## config.mk

```make
export PLATFORM = sky130hd
export DESIGN_NAME = me_unit_flat
export DESIGN_NICKNAME = d
export VERILOG_FILES = /design/src/rtl/me_unit_if.sv /design/src/rtl/me_unit.sv /design/src/flat_wrapper.sv
export SDC_FILE = /design/constraint.sdc
export NUM_CORES = 1
export LEC_CHECK = 0
export ABC_AREA = 0
export CORE_MARGIN = 3
export CORE_UTILIZATION = 29
export CTS_BUF_LIST = sky130_fd_sc_hd__clkbuf_8
export CTS_CLUSTER_DIAMETER = 50
export DETAILED_ROUTE_END_ITERATION = 10
export PLACE_DENSITY = 0.67
export RECOVER_POWER = 100
export SETUP_SLACK_MARGIN = 0.15
export SLEW_MARGIN = 30
export SYNTH_ARGS = -nofsm -noshare
export SYNTH_HDL_FRONTEND = slang
export SYNTH_SLANG_ARGS = --single-unit
```

## constraint.sdc

```tcl
create_clock -name clk -period 4.9 [get_ports clk]
set_input_delay 0.98 -clock clk [delete_from_list [all_inputs] [get_ports clk]]
set_output_delay 0.98 -clock clk [all_outputs]
set_load 0.01 [all_outputs]
```

## src/rtl/me_unit_if.sv

```systemverilog
// Pipeline stage handshake bundle: valid/allow-in plus a payload bus.
//   master: drives valid and bus, observes allow_in (upstream producer)
//   slave : observes valid and bus, drives allow_in (downstream consumer)
interface me_unit_if #(
  parameter int unsigned Width = 32
) ();
  logic             valid;
  logic             allow_in;
  logic [Width-1:0] bus;

  modport master (output valid, output bus, input allow_in);
  modport slave  (input valid, input bus, output allow_in);
endinterface

```

## src/rtl/me_unit.sv

```systemverilog
// Memory-access stage of the LoongArch pipeline.
// Latches the EX->ME bus, aligns and extends load data coming back from the
// synchronous data SRAM, forwards its result to decode and hands the result
// bus to write-back. A hold buffer keeps load data while write-back stalls.
// Ports:
//   clk, resetn      clock, asynchronous active-low reset
//   ex_me (slave)    EX_to_ME valid / bus (78b) in, ME_Allow_in out
//   me_wb (master)   ME_to_WB valid / bus (72b) out, WB_Allow_in in
//   data_sram_rdata  SRAM read data, valid in the first ME cycle only
//   ME_dest          forwarding destination (0 when not writing)
//   ME_Forward_Res   final result for forwarding
//   excp_flush, ertn_flush  pipeline flush requests
module me_unit #(
  parameter int unsigned EX_to_ME_Bus_Size = 78,
  parameter int unsigned ME_to_WB_Bus_Size = 72
) (
  input  logic        clk,
  input  logic        resetn,
  me_unit_if.slave    ex_me,
  me_unit_if.master   me_wb,
  input  logic [31:0] data_sram_rdata,
  output logic [4:0]  ME_dest,
  output logic [31:0] ME_Forward_Res,
  input  logic        excp_flush,
  input  logic        ertn_flush
);

  logic                         me_valid_q;
  logic [EX_to_ME_Bus_Size-1:0] bus_q;
  logic [31:0]                  rdata_held_q;
  logic                         hold_vld_q;

  logic flush;
  logic allow_in;
  logic capture;
  logic hold_load;

  // Latched bus fields
  logic        syscall;
  logic        ertn;
  logic        is_signed;
  logic        is_byte;
  logic        is_half;
  logic [1:0]  offset;
  logic [31:0] pc;
  logic [31:0] result;
  logic        res_from_mem;
  logic        gr_we;
  logic [4:0]  dest;

  assign syscall      = bus_q[77];
  assign ertn         = bus_q[76];
  assign is_signed    = bus_q[75];
  assign is_byte      = bus_q[74];
  assign is_half      = bus_q[73];
  assign offset       = bus_q[72:71];
  assign pc           = bus_q[70:39];
  assign result       = bus_q[38:7];
  assign res_from_mem = bus_q[6];
  assign gr_we        = bus_q[5];
  assign dest         = bus_q[4:0];

  assign flush    = excp_flush | ertn_flush;
  // Ready-go is always 1, so the stage only blocks on a write-back stall.
  assign allow_in = ~me_valid_q | me_wb.allow_in;
  assign capture  = allow_in & ex_me.valid;
  // SRAM data is only valid in the first ME cycle; grab it if we are about to stall.
  assign hold_load = me_valid_q & ~hold_vld_q & ~me_wb.allow_in;

  always_ff @(posedge clk or negedge resetn) begin
    if (!resetn) begin
      me_valid_q   <= 1'b0;
      bus_q        <= '0;
      rdata_held_q <= 32'h0;
      hold_vld_q   <= 1'b0;
    end else begin
      if (flush) begin
        me_valid_q <= 1'b0;
      end else if (allow_in) begin
        me_valid_q <= ex_me.valid;
      end

      if (capture) begin
        bus_q <= ex_me.bus;
      end

      if (capture || flush) begin
        hold_vld_q <= 1'b0;
      end else if (hold_load) begin
        hold_vld_q <= 1'b1;
      end

      if (hold_load) begin
        rdata_held_q <= data_sram_rdata;
      end
    end
  end

  logic [31:0] load_word;
  logic [7:0]  mem_byte;
  logic [15:0] mem_half;
  logic [31:0] loaded;
  logic [31:0] final_res;

  always_comb begin
    load_word = hold_vld_q ? rdata_held_q : data_sram_rdata;
    mem_byte  = 8'h00;
    unique case (offset)
      2'd0: mem_byte = load_word[7:0];
      2'd1: mem_byte = load_word[15:8];
      2'd2: mem_byte = load_word[23:16];
      2'd3: mem_byte = load_word[31:24];
    endcase
    mem_half = offset[1] ? load_word[31:16] : load_word[15:0];
    if (is_byte) begin
      loaded = {{24{is_signed & mem_byte[7]}}, mem_byte};
    end else if (is_half) begin
      loaded = {{16{is_signed & mem_half[15]}}, mem_half};
    end else begin
      loaded = load_word;
    end
    final_res = res_from_mem ? loaded : result;
  end

  logic [ME_to_WB_Bus_Size-1:0] wb_bus;
  assign wb_bus = {syscall, ertn, pc, final_res, gr_we, dest};

  assign ex_me.allow_in = allow_in;
  assign me_wb.valid    = me_valid_q;
  assign me_wb.bus      = wb_bus;
  assign ME_dest        = (me_valid_q & gr_we) ? dest : 5'd0;
  assign ME_Forward_Res = final_res;

endmodule

```

## src/flat_wrapper.sv

```systemverilog
// flat-port wrapper written by rule: the top's interface ports become plain ports
module me_unit_flat 
#(
  parameter int unsigned EX_to_ME_Bus_Size = 78,
  parameter int unsigned ME_to_WB_Bus_Size = 72
)
  (clk, resetn, data_sram_rdata, ME_dest, ME_Forward_Res, excp_flush, ertn_flush, ex_me_valid, ex_me_bus, ex_me_allow_in, me_wb_valid, me_wb_bus, me_wb_allow_in);
  me_unit_if #(.Width(78)) ex_me_i ();
  me_unit_if #(.Width(72)) me_wb_i ();
  input  logic clk;
  input  logic resetn;
  input  logic [31:0] data_sram_rdata;
  output logic [4:0] ME_dest;
  output logic [31:0] ME_Forward_Res;
  input  logic excp_flush;
  input  logic ertn_flush;
  input wire logic [$bits(ex_me_i.valid)-1:0] ex_me_valid;
  input wire logic [$bits(ex_me_i.bus)-1:0] ex_me_bus;
  output wire logic [$bits(ex_me_i.allow_in)-1:0] ex_me_allow_in;
  output wire logic [$bits(me_wb_i.valid)-1:0] me_wb_valid;
  output wire logic [$bits(me_wb_i.bus)-1:0] me_wb_bus;
  input wire logic [$bits(me_wb_i.allow_in)-1:0] me_wb_allow_in;
  assign ex_me_i.valid = ex_me_valid;
  assign ex_me_i.bus = ex_me_bus;
  assign ex_me_allow_in = ex_me_i.allow_in;
  assign me_wb_valid = me_wb_i.valid;
  assign me_wb_bus = me_wb_i.bus;
  assign me_wb_i.allow_in = me_wb_allow_in;
  me_unit #(.EX_to_ME_Bus_Size(EX_to_ME_Bus_Size), .ME_to_WB_Bus_Size(ME_to_WB_Bus_Size)) u_core (.clk(clk), .resetn(resetn), .ex_me(ex_me_i), .me_wb(me_wb_i), .data_sram_rdata(data_sram_rdata), .ME_dest(ME_dest), .ME_Forward_Res(ME_Forward_Res), .excp_flush(excp_flush), .ertn_flush(ertn_flush));
endmodule
```

## Word-level counts from Yosys, hierarchy flattened

Cells that the tools add are included.

| word-level totals | value |
|---|---|
| register bits | 112 |
| bits of input ports | 116 |
| logic and storage cells | 33 |

| operators by class | value |
|---|---|
| equality and inequality tests | 3 |
| muxes and demuxes | 11 |
| bitwise logic cells | 11 |
| reductions and logical operators | 4 |

Operator list:

| kind | count |
|---|---|
| $mux 32 | 4 |
| $pmux 8 s4 | 1 |
| $mux 16 | 1 |
| $and 1x1->1 | 6 |
| $mux 5 | 1 |
| $eq 2x2->1 const B | 2 |
| $mux 1 | 4 |
| $reduce_bool 2->1 | 2 |
| $not 1->1 | 3 |
| $eq 2x1->1 const B | 1 |
| $logic_not 2->1 | 1 |
| $or 1x1->1 | 2 |
| $logic_or 1x1->1 | 1 |

## Depth between registers and ports, before layout

Gate-level depths: netlist (run 1).

| depth | value |
|---|---|
| word-level depth | 6 |
| mapped depth | 8 |
| depth with buffers taken out | 4 |

## Worst setup path before layout (run 1)

No wires, ideal clock.

| timing path | value |
|---|---|
| kind | input -> output |
| start point | in data_sram_rdata[31] |
| end point | out me_wb_bus[25] |
| data arrival time | 2.191 ns |
| data required time | 3.920 ns |
| slack | 1.729 ns |
| cell stages on the path | 6 |
| path buffers | 2 |
| cells stage by stage | mux4_2 -> nor3b_4 -> a31oi_4 -> buf_6 -> nand2_2 -> buf_4 |

| on the way | value |
|---|---|
| longest elaborated chain between the ends | 6 |
| elaborated cells on any way between the ends | 8 |
| those cells by class | 6 x mux; 2 x bitwise |

RTL lines:

| what | line | RTL |
|---|---|---|
| start: declaration | flat_wrapper.sv:12 | `input logic [31:0] data_sram_rdata;` |
| $mux 32 * | me_unit.sv:106 | `load_word = hold_vld_q ? rdata_held_q : data_sram_rdata;` |
| $mux 16 | me_unit.sv:114 | `mem_half = offset[1] ? load_word[31:16] : load_word[15:0];` |
| $and 1x1->1 | me_unit.sv:118 | `loaded = {{16{is_signed & mem_half[15]}}, mem_half};` |
| $mux 32 | me_unit.sv:117 | `end else if (is_half) begin` |
| $mux 32 * | me_unit.sv:115 | `if (is_byte) begin` |
| $mux 32 * | me_unit.sv:122 | `final_res = res_from_mem ? loaded : result;` |
| end: declaration | flat_wrapper.sv:21 | `output wire logic [$bits(me_wb_i.bus)-1:0] me_wb_bus;` |

Mark *: on every way between the ends. The rest lies on a longest branch, timed or not.

## Worst setup path after layout (run 1)

| timing path | value |
|---|---|
| start point | reg u_core.hold_vld_q |
| end point | out me_wb_bus[23] |

| on the way | value |
|---|---|
| longest elaborated chain between the ends | 6 |
| elaborated cells on any way between the ends | 8 |
| those cells by class | 6 x mux; 2 x bitwise |

RTL lines:

| what | line | RTL |
|---|---|---|
| start: declaration | me_unit.sv:31 | `logic hold_vld_q;` |
| start signal: assignment | me_unit.sv:75 | `hold_vld_q <= 1'b0;` |
| start signal: assignment | me_unit.sv:88 | `hold_vld_q <= 1'b0;` |
| start signal: assignment | me_unit.sv:90 | `hold_vld_q <= 1'b1;` |
| $mux 32 * | me_unit.sv:106 |  |
| $mux 16 | me_unit.sv:114 |  |
| $and 1x1->1 | me_unit.sv:118 |  |
| $mux 32 | me_unit.sv:117 |  |
| $mux 32 * | me_unit.sv:115 |  |
| $mux 32 * | me_unit.sv:122 |  |

Marked as above.

==> impl_metrics.toml, run 1 <==
[floorplan]
initial_utilization = 0.2969
placement_rows = 54
design.portCount = 227
floorplan.core_area_um2 = 21960
die_h_um = 155.9
die_w_um = 155.9
die-area_um2 = 24310

[synthesis]
synth.net_count = 678
synth_fa_ha_area_frac = 0
syn_avg_cell_area_um2 = 11.60
number_of_enable_flip_flop_cells_after_synthesis = 0
yosys_most_used_dff = "sky130_fd_sc_hd__dfrtp_1"
synthesis.instances = 562
synth-simple-area-share = 0.07236
post_synth_top_area_share = 0.4299
synth-warning-count = 0
yosysTopAreaCell = "sky130_fd_sc_hd__dfrtp_1"
ys_seq_area_frac = 0.4299
postSynth.asyncResetShare = 1.000
synthTopCellsByCount = "114 x sky130_fd_sc_hd__mux2_1, 112 x sky130_fd_sc_hd__dfrtp_1, 77 x sky130_fd_sc_hd__buf_4, 51 x sky130_fd_sc_hd__mux2i_1, 29 x sky130_fd_sc_hd__nand2_1"
synthTopCellsByArea = "sky130_fd_sc_hd__dfrtp_1 43%, sky130_fd_sc_hd__mux2_1 20%, sky130_fd_sc_hd__buf_4 8.9%, sky130_fd_sc_hd__mux2i_1 7.8%, sky130_fd_sc_hd__mux2_4 2.3%"
synthMostInstantiatedCell = "sky130_fd_sc_hd__mux2_1"
postSynthRegisterBits = 112
mapped_area_um2 = 6519
yosysUniqueCellTypes = 40
post_synth_mux_area_share = 0.3017
largest_family_of_logic_cells_by_synthesized_area = "multiplexers"
synthXorXnorAreaFrac = 0
synth_area_in_compound_gates = 0.07198

[sta]
final-setup-viol-count = 0
slew_headroom = -0.7369
finalCritPeriodShare = 0.9226
finalMaxSlewViolations = 165
grt_setup_unrepaired = "false"
actual_slew_at_the_worst_max_slew_pin_ps = 2599
worst_hold_slack_ps = 497.2
report.final.hold_viol_count = 0
max_clock_freq_mhz = 221.2
setup_ws_ps = 379.3
setup_skew_after_layout_ps = 10.79
setup-tns-final_ps = 0
final_period_demand_of_the_worst_path_ps = 4521

[drt]
drt_wl_total_um = 18670
dr_total_vias = 4675
drt-vias-per-instance = 4.713
wl_per_cell_um = 18.82
drt_pass1_iterations = 5
initialDrtViolationCount = 176
antenna_left = 0
drt_drc_violations_left = 0

[power]
power-per-cell-area_nw_per_um2 = 301.0
power.static_leakage_nw = 3.700
vdd_drop_max_mv = 0.1385

[place]
io_buffer_count = 226
place.detailed.instances = 975
worst_case_setup_slack_after_placement_ps = 507.8
place_hpwl_um = 13870
final_estimated_routing_congestion_in_global_placement = 0.7608

[worst_setup_path]
chain_of_cells_forming_the_critical_path = "mux4_2 > nor3b_4 > a31oi_4 > nand2_1 > dlygate4sd3_1"
critical_path.slowest_cell = "sky130_fd_sc_hd__dfrtp_1"
cp.required_ps = 3920
critPathCaptureType = "output pin"
timing.critical_path.fanout_max = 23
setup.worst_path.start_class = "flip-flop"
crit_arrival_ps = 3540
max_stage_delay_ps = 1040
path_class = "reg -> out"

[cts]
cts_tree = "built"
cts.sinks = 112
post-cts-setup-buffer-count = 0
clock_latency_on_the_worst_skew_pair_ps = 390
path_clk_slew_ps = 120
hold_buffers = 0
cts-resized-gates = 0
bufs_on_longest_clock_path = 2
cts.root.buffer_cell = "sky130_fd_sc_hd__clkbuf_8"
cts_buffers = 9
ctsHtreeMaxLevel = 3

[finish]
antenna_cells = 0
design.final.nets = 823
finish.cell_count_without_fillers = 992
layout-drive-gt1-share = 0.09129
area.growth.synth_to_final_pct = 33.19

[global_route]
track_usage = 0.1557
grt_pass1_vias = 4900
globalRoute.totalOverflow = 0
wire_length_of_the_first_global_routing_pass_um = 29170
antenna_violations_before_repair = 2
grt_max_degree = 63

[min_path]
min-delay-path-class = "reg -> reg"

[outcome]
run_status = "finished, violations left"
violations = "max-capacitance violations, max-slew violations"

[job]
maxCapViolations = 4
layout make-up:
cell class	count	area [um^2]
clock buffer	9	123.9
clock inverter	7	78.83
fill	2159	13280
inverter	19	71.32
multi-input combinational	325	2910
sequential	112	2803
tap	280	350.3
timing repair buffer	240	2345
metal layers:
| layer | part of all wire | up-vias | GRT usage | wire length [um] |
|---|---|---|---|---|
| met5 | 0.0012 | - | 0 | 23 |
| met4 | 0.015 | 4 | 0.03280 | 288 |
| met3 | 0.073 | 21 | 0.05576 | 1361 |
| met2 | 0.46 | 142 | 0.2468 | 8646 |
| met1 | 0.45 | 2298 | 0.2059 | 8351 |
| li1 | - | 2210 | - | - |
worst paths after layout:
kind / from / to / slack, ps / cells after the start
min in group asynchronous: resetn / u_core.bus_q[76] / 780 / 1
worst max register to register: u_core.me_wb.valid / u_core.bus_q[43] / 1320 / 4
max in group asynchronous: resetn / u_core.bus_q[29] / 1060 / 3
worst min-delay path: u_core.bus_q[24] / u_core.bus_q[24] / 500 / 1
worst max-delay path: u_core.hold_vld_q / me_wb_bus[23] / 380 / 5
worst min register to register: u_core.bus_q[24] / u_core.bus_q[24] / 500 / 1
worst max-delay path, delay by kind of cell (launching register included):
family / cells / cell delay, ps
AO/OA/AOI/OAI: 1 / 450
multiplexers: 1 / 600
flip-flops: 1 / 1040
buffers and inverters: 1 / 660
AND/OR/NAND/NOR: 2 / 370
state kept, by name (all words and copies together) (netlist names):
register	flops
u_core.rdata_held_q	32
u_core.hold_vld_q	1
u_core.bus_q	78
u_core.me_wb.valid	1
layout by cell type, fill, tap and decap left out, types with 6 or more instances in the layout:
| cell | n |
|---|---|
| sky130_fd_sc_hd__mux2_4 | 10 |
| sky130_fd_sc_hd__mux2i_1 | 51 |
| sky130_fd_sc_hd__o21ai_1 | 13 |
| sky130_fd_sc_hd__buf_4 | 9 |
| sky130_fd_sc_hd__and2b_2 | 10 |
| sky130_fd_sc_hd__dfrtp_1 | 112 |
| sky130_fd_sc_hd__clkbuf_8 | 9 |
| sky130_fd_sc_hd__a22oi_1 | 7 |
| sky130_fd_sc_hd__a21oi_1 | 15 |
| sky130_fd_sc_hd__inv_1 | 19 |
| sky130_fd_sc_hd__clkdlybuf4s50_1 | 141 |
| sky130_fd_sc_hd__a31oi_1 | 7 |
| sky130_fd_sc_hd__nor2b_1 | 6 |
| sky130_fd_sc_hd__nand2_1 | 29 |
| sky130_fd_sc_hd__nand2_2 | 10 |
| sky130_fd_sc_hd__dlygate4sd3_1 | 84 |
| sky130_fd_sc_hd__nand3_1 | 10 |
| sky130_fd_sc_hd__o221ai_1 | 15 |
| sky130_fd_sc_hd__mux2_1 | 114 |
kinds of logic after synthesis:
kind of cell    Yosys count
buf+inv                 125
compound gates           66
simple gates             83
flops                   112
mux                     176
stage by stage:
stage               power, mW  instance area (um^2)  utilization
floorplan               1.700                  6519            -
global placement        2.092                  8501       0.3871
detailed placement      2.103                  8501       0.3871
CTS                     2.711                  8703       0.3964
global route            2.789                  8682       0.3954
finish                  2.614                  8682       0.3954
report_power, final:
group / internal, mW / switching, mW / total [mW]
registers: 1.06 / 0.0933 / 1.15
logic: 0.485 / 0.393 / 0.878
clock network: 0.207 / 0.377 / 0.584
total: 1.75 / 0.864 / 2.61
No activity file was read; power rests on OpenSTA's default activity.
==> run 2: changes to the inputs <==
--- a/config.mk
+++ b/config.mk
@@ -13,7 +13,8 @@
 export DETAILED_ROUTE_END_ITERATION = 10
 export PLACE_DENSITY = 0.67
 export RECOVER_POWER = 100
-export SETUP_SLACK_MARGIN = 0.15
+export SETUP_SLACK_MARGIN = 0.3
+export SKIP_LAST_GASP = 1
 export SLEW_MARGIN = 30
 export SYNTH_ARGS = -nofsm -noshare
 export SYNTH_HDL_FRONTEND = slang
==> impl_metrics.toml, run 2 (same netlist as run 1, synthesis figures left out) <==
[outcome]
run_status = "finished, violations left"
violations = "max-capacitance violations, max-slew violations"

[finish]
largest_register_ff_count = 78
largest_register = "u_core.bus_q"
finish.cell_count_without_fillers = 992
area.growth.synth_to_final_pct = 32.97
design.final.nets = 823
final_design_area_no_fill_um2 = 8668
registers_with_the_most_flip_flops = "u_core.bus_q x78, u_core.rdata_held_q x32"
antenna_cells = 0
top_library_cells_by_usage_in_the_layout_fill_and_taps_aside = "136 x sky130_fd_sc_hd__clkdlybuf4s50_1, 115 x sky130_fd_sc_hd__mux2_1, 111 x sky130_fd_sc_hd__dfrtp_1"
layout-drive-gt1-share = 0.08848
final_common_cell = "sky130_fd_sc_hd__clkdlybuf4s50_1"

[power]
power-per-cell-area_nw_per_um2 = 301.1
vdd_drop_max_mv = 0.1385
power.static_leakage_nw = 3.698

[global_route]
wire_length_of_the_first_global_routing_pass_um = 29170
track_usage = 0.1557
grt_pass1_vias = 4900
grt_max_degree = 63
antenna_violations_before_repair = 2
globalRoute.totalOverflow = 0

[drt]
drt_wl_total_um = 18660
dr_total_vias = 4694
antenna_left = 0
drt-vias-per-instance = 4.732
drt_pass1_iterations = 5
drt_drc_violations_left = 0
initialDrtViolationCount = 206
wl_per_cell_um = 18.81

[sta]
final_period_demand_of_the_worst_path_ps = 4465
actual_slew_at_the_worst_max_slew_pin_ps = 2609
slew_headroom = -0.7436
final-setup-viol-count = 0
max_clock_freq_mhz = 223.9
finalMaxSlewViolations = 165
report.final.hold_viol_count = 0
setup-tns-final_ps = 0
finalCritPeriodShare = 0.9113
grt_setup_unrepaired = "false"
setup_skew_after_layout_ps = 10.71

[floorplan]
design.portCount = 227
placement_rows = 54
floorplan.core_area_um2 = 21960
die-area_um2 = 24310
die_h_um = 155.9
initial_utilization = 0.2969
die_w_um = 155.9

[place]
place_hpwl_um = 13870
placedInstanceArea_um2 = 8501
final_estimated_routing_congestion_in_global_placement = 0.7608
io_buffer_count = 226
place.detailed.instances = 975

[cts]
cts.root.buffer_cell = "sky130_fd_sc_hd__clkbuf_8"
cts.sinks = 112
bufs_on_longest_clock_path = 2
clock_latency_on_the_worst_skew_pair_ps = 390
cts_tree = "built"
post-cts-setup-buffer-count = 0
path_clk_slew_ps = 120
ctsHtreeMaxLevel = 3
cts_buffers = 9

[worst_setup_path]
crit_arrival_ps = 3490
max_stage_delay_ps = 500
path_class = "in -> out"
timing.critical_path.fanout_max = 11
setup.worst_path.start_class = "input port"
critPathCaptureType = "output pin"
worst_path_most_repeated_cell = "sky130_fd_sc_hd__clkdlybuf4s50_1"
cp.required_ps = 3920
chain_of_cells_forming_the_critical_path = "clkdlybuf4s50_1 > mux4_2 > nor3b_4 > a31oi_4 > clkbuf_1 > nand2_2 > clkdlybuf4s50_1"
critical_path.slowest_cell = "sky130_fd_sc_hd__clkdlybuf4s50_1"

[job]
maxCapViolations = 4

[min_path]
min-delay-path-class = "reg -> reg"
==> run 2: final timing paths <==
kind                                     start                  to  slack (ps)  depth (start not counted)
min reg2reg                   u_core.bus_q[24]    u_core.bus_q[24]         500                          1
min                           u_core.bus_q[24]    u_core.bus_q[24]         500                          1
max reg2reg                 u_core.me_wb.valid    u_core.bus_q[43]        1320                          4
min in group asynchronous               resetn     u_core.bus_q[8]         790                          1
max                        data_sram_rdata[31]  ME_Forward_Res[21]         430                          7
max in group asynchronous               resetn    u_core.bus_q[29]        1040                          3
==> run 2: layer usage <==
layer | part of all wire | global-route usage
met1 | 0.45 | 0.2059
met2 | 0.47 | 0.2468
met3 | 0.069 | 0.05576
met4 | 0.014 | 0.03280
met5 | 0.0012 | 0
==> run 2: cell type report <==
cell class | count | area, um^2
tap | 280 | 350.3
timing repair buffer | 240 | 2336
sequential | 112 | 2804
clock inverter | 7 | 78.83
inverter | 19 | 71.32
multi-input combinational | 325 | 2904
clock buffer | 9 | 123.9
fill | 2161 | 13290
==> run 2: what timing repair did <==
item,CTS,global route
hold buffers,0,0
endpoints found under the setup margin,0,1
gates resized for setup,0,1
==> run 2: power breakdown <==
part | switching (mW) | total (mW) | leakage, nW | internal [mW]
registers | 0.0939 | 1.15 | 1.32 | 1.06
logic | 0.394 | 0.872 | 2.27 | 0.479
clock network | 0.378 | 0.585 | 0.104 | 0.207
==> run 2: worst max-delay path, delay by kind of cell <==
| kind | cells | cell delay [ps] |
|---|---|---|
| AOI/OAI and AO/OA | 1 | 450 |
| buffers and inverters | 3 | 1320 |
| muxes | 1 | 470 |
| and+or+nand+nor | 2 | 260 |
==> run 2: metrics by stage <==
stage	setup WS [ps]	hold slack [ps]	util	power, mW
global route	203.2	520.0	0.3948	2.783
CTS	456.2	503.9	0.3964	2.711
detailed placement	507.8	474.8	0.3871	2.103
global placement	524.7	466.5	0.3871	2.092
finish	434.6	497.2	0.3948	2.610
floorplan	1729	456.2	-	1.700
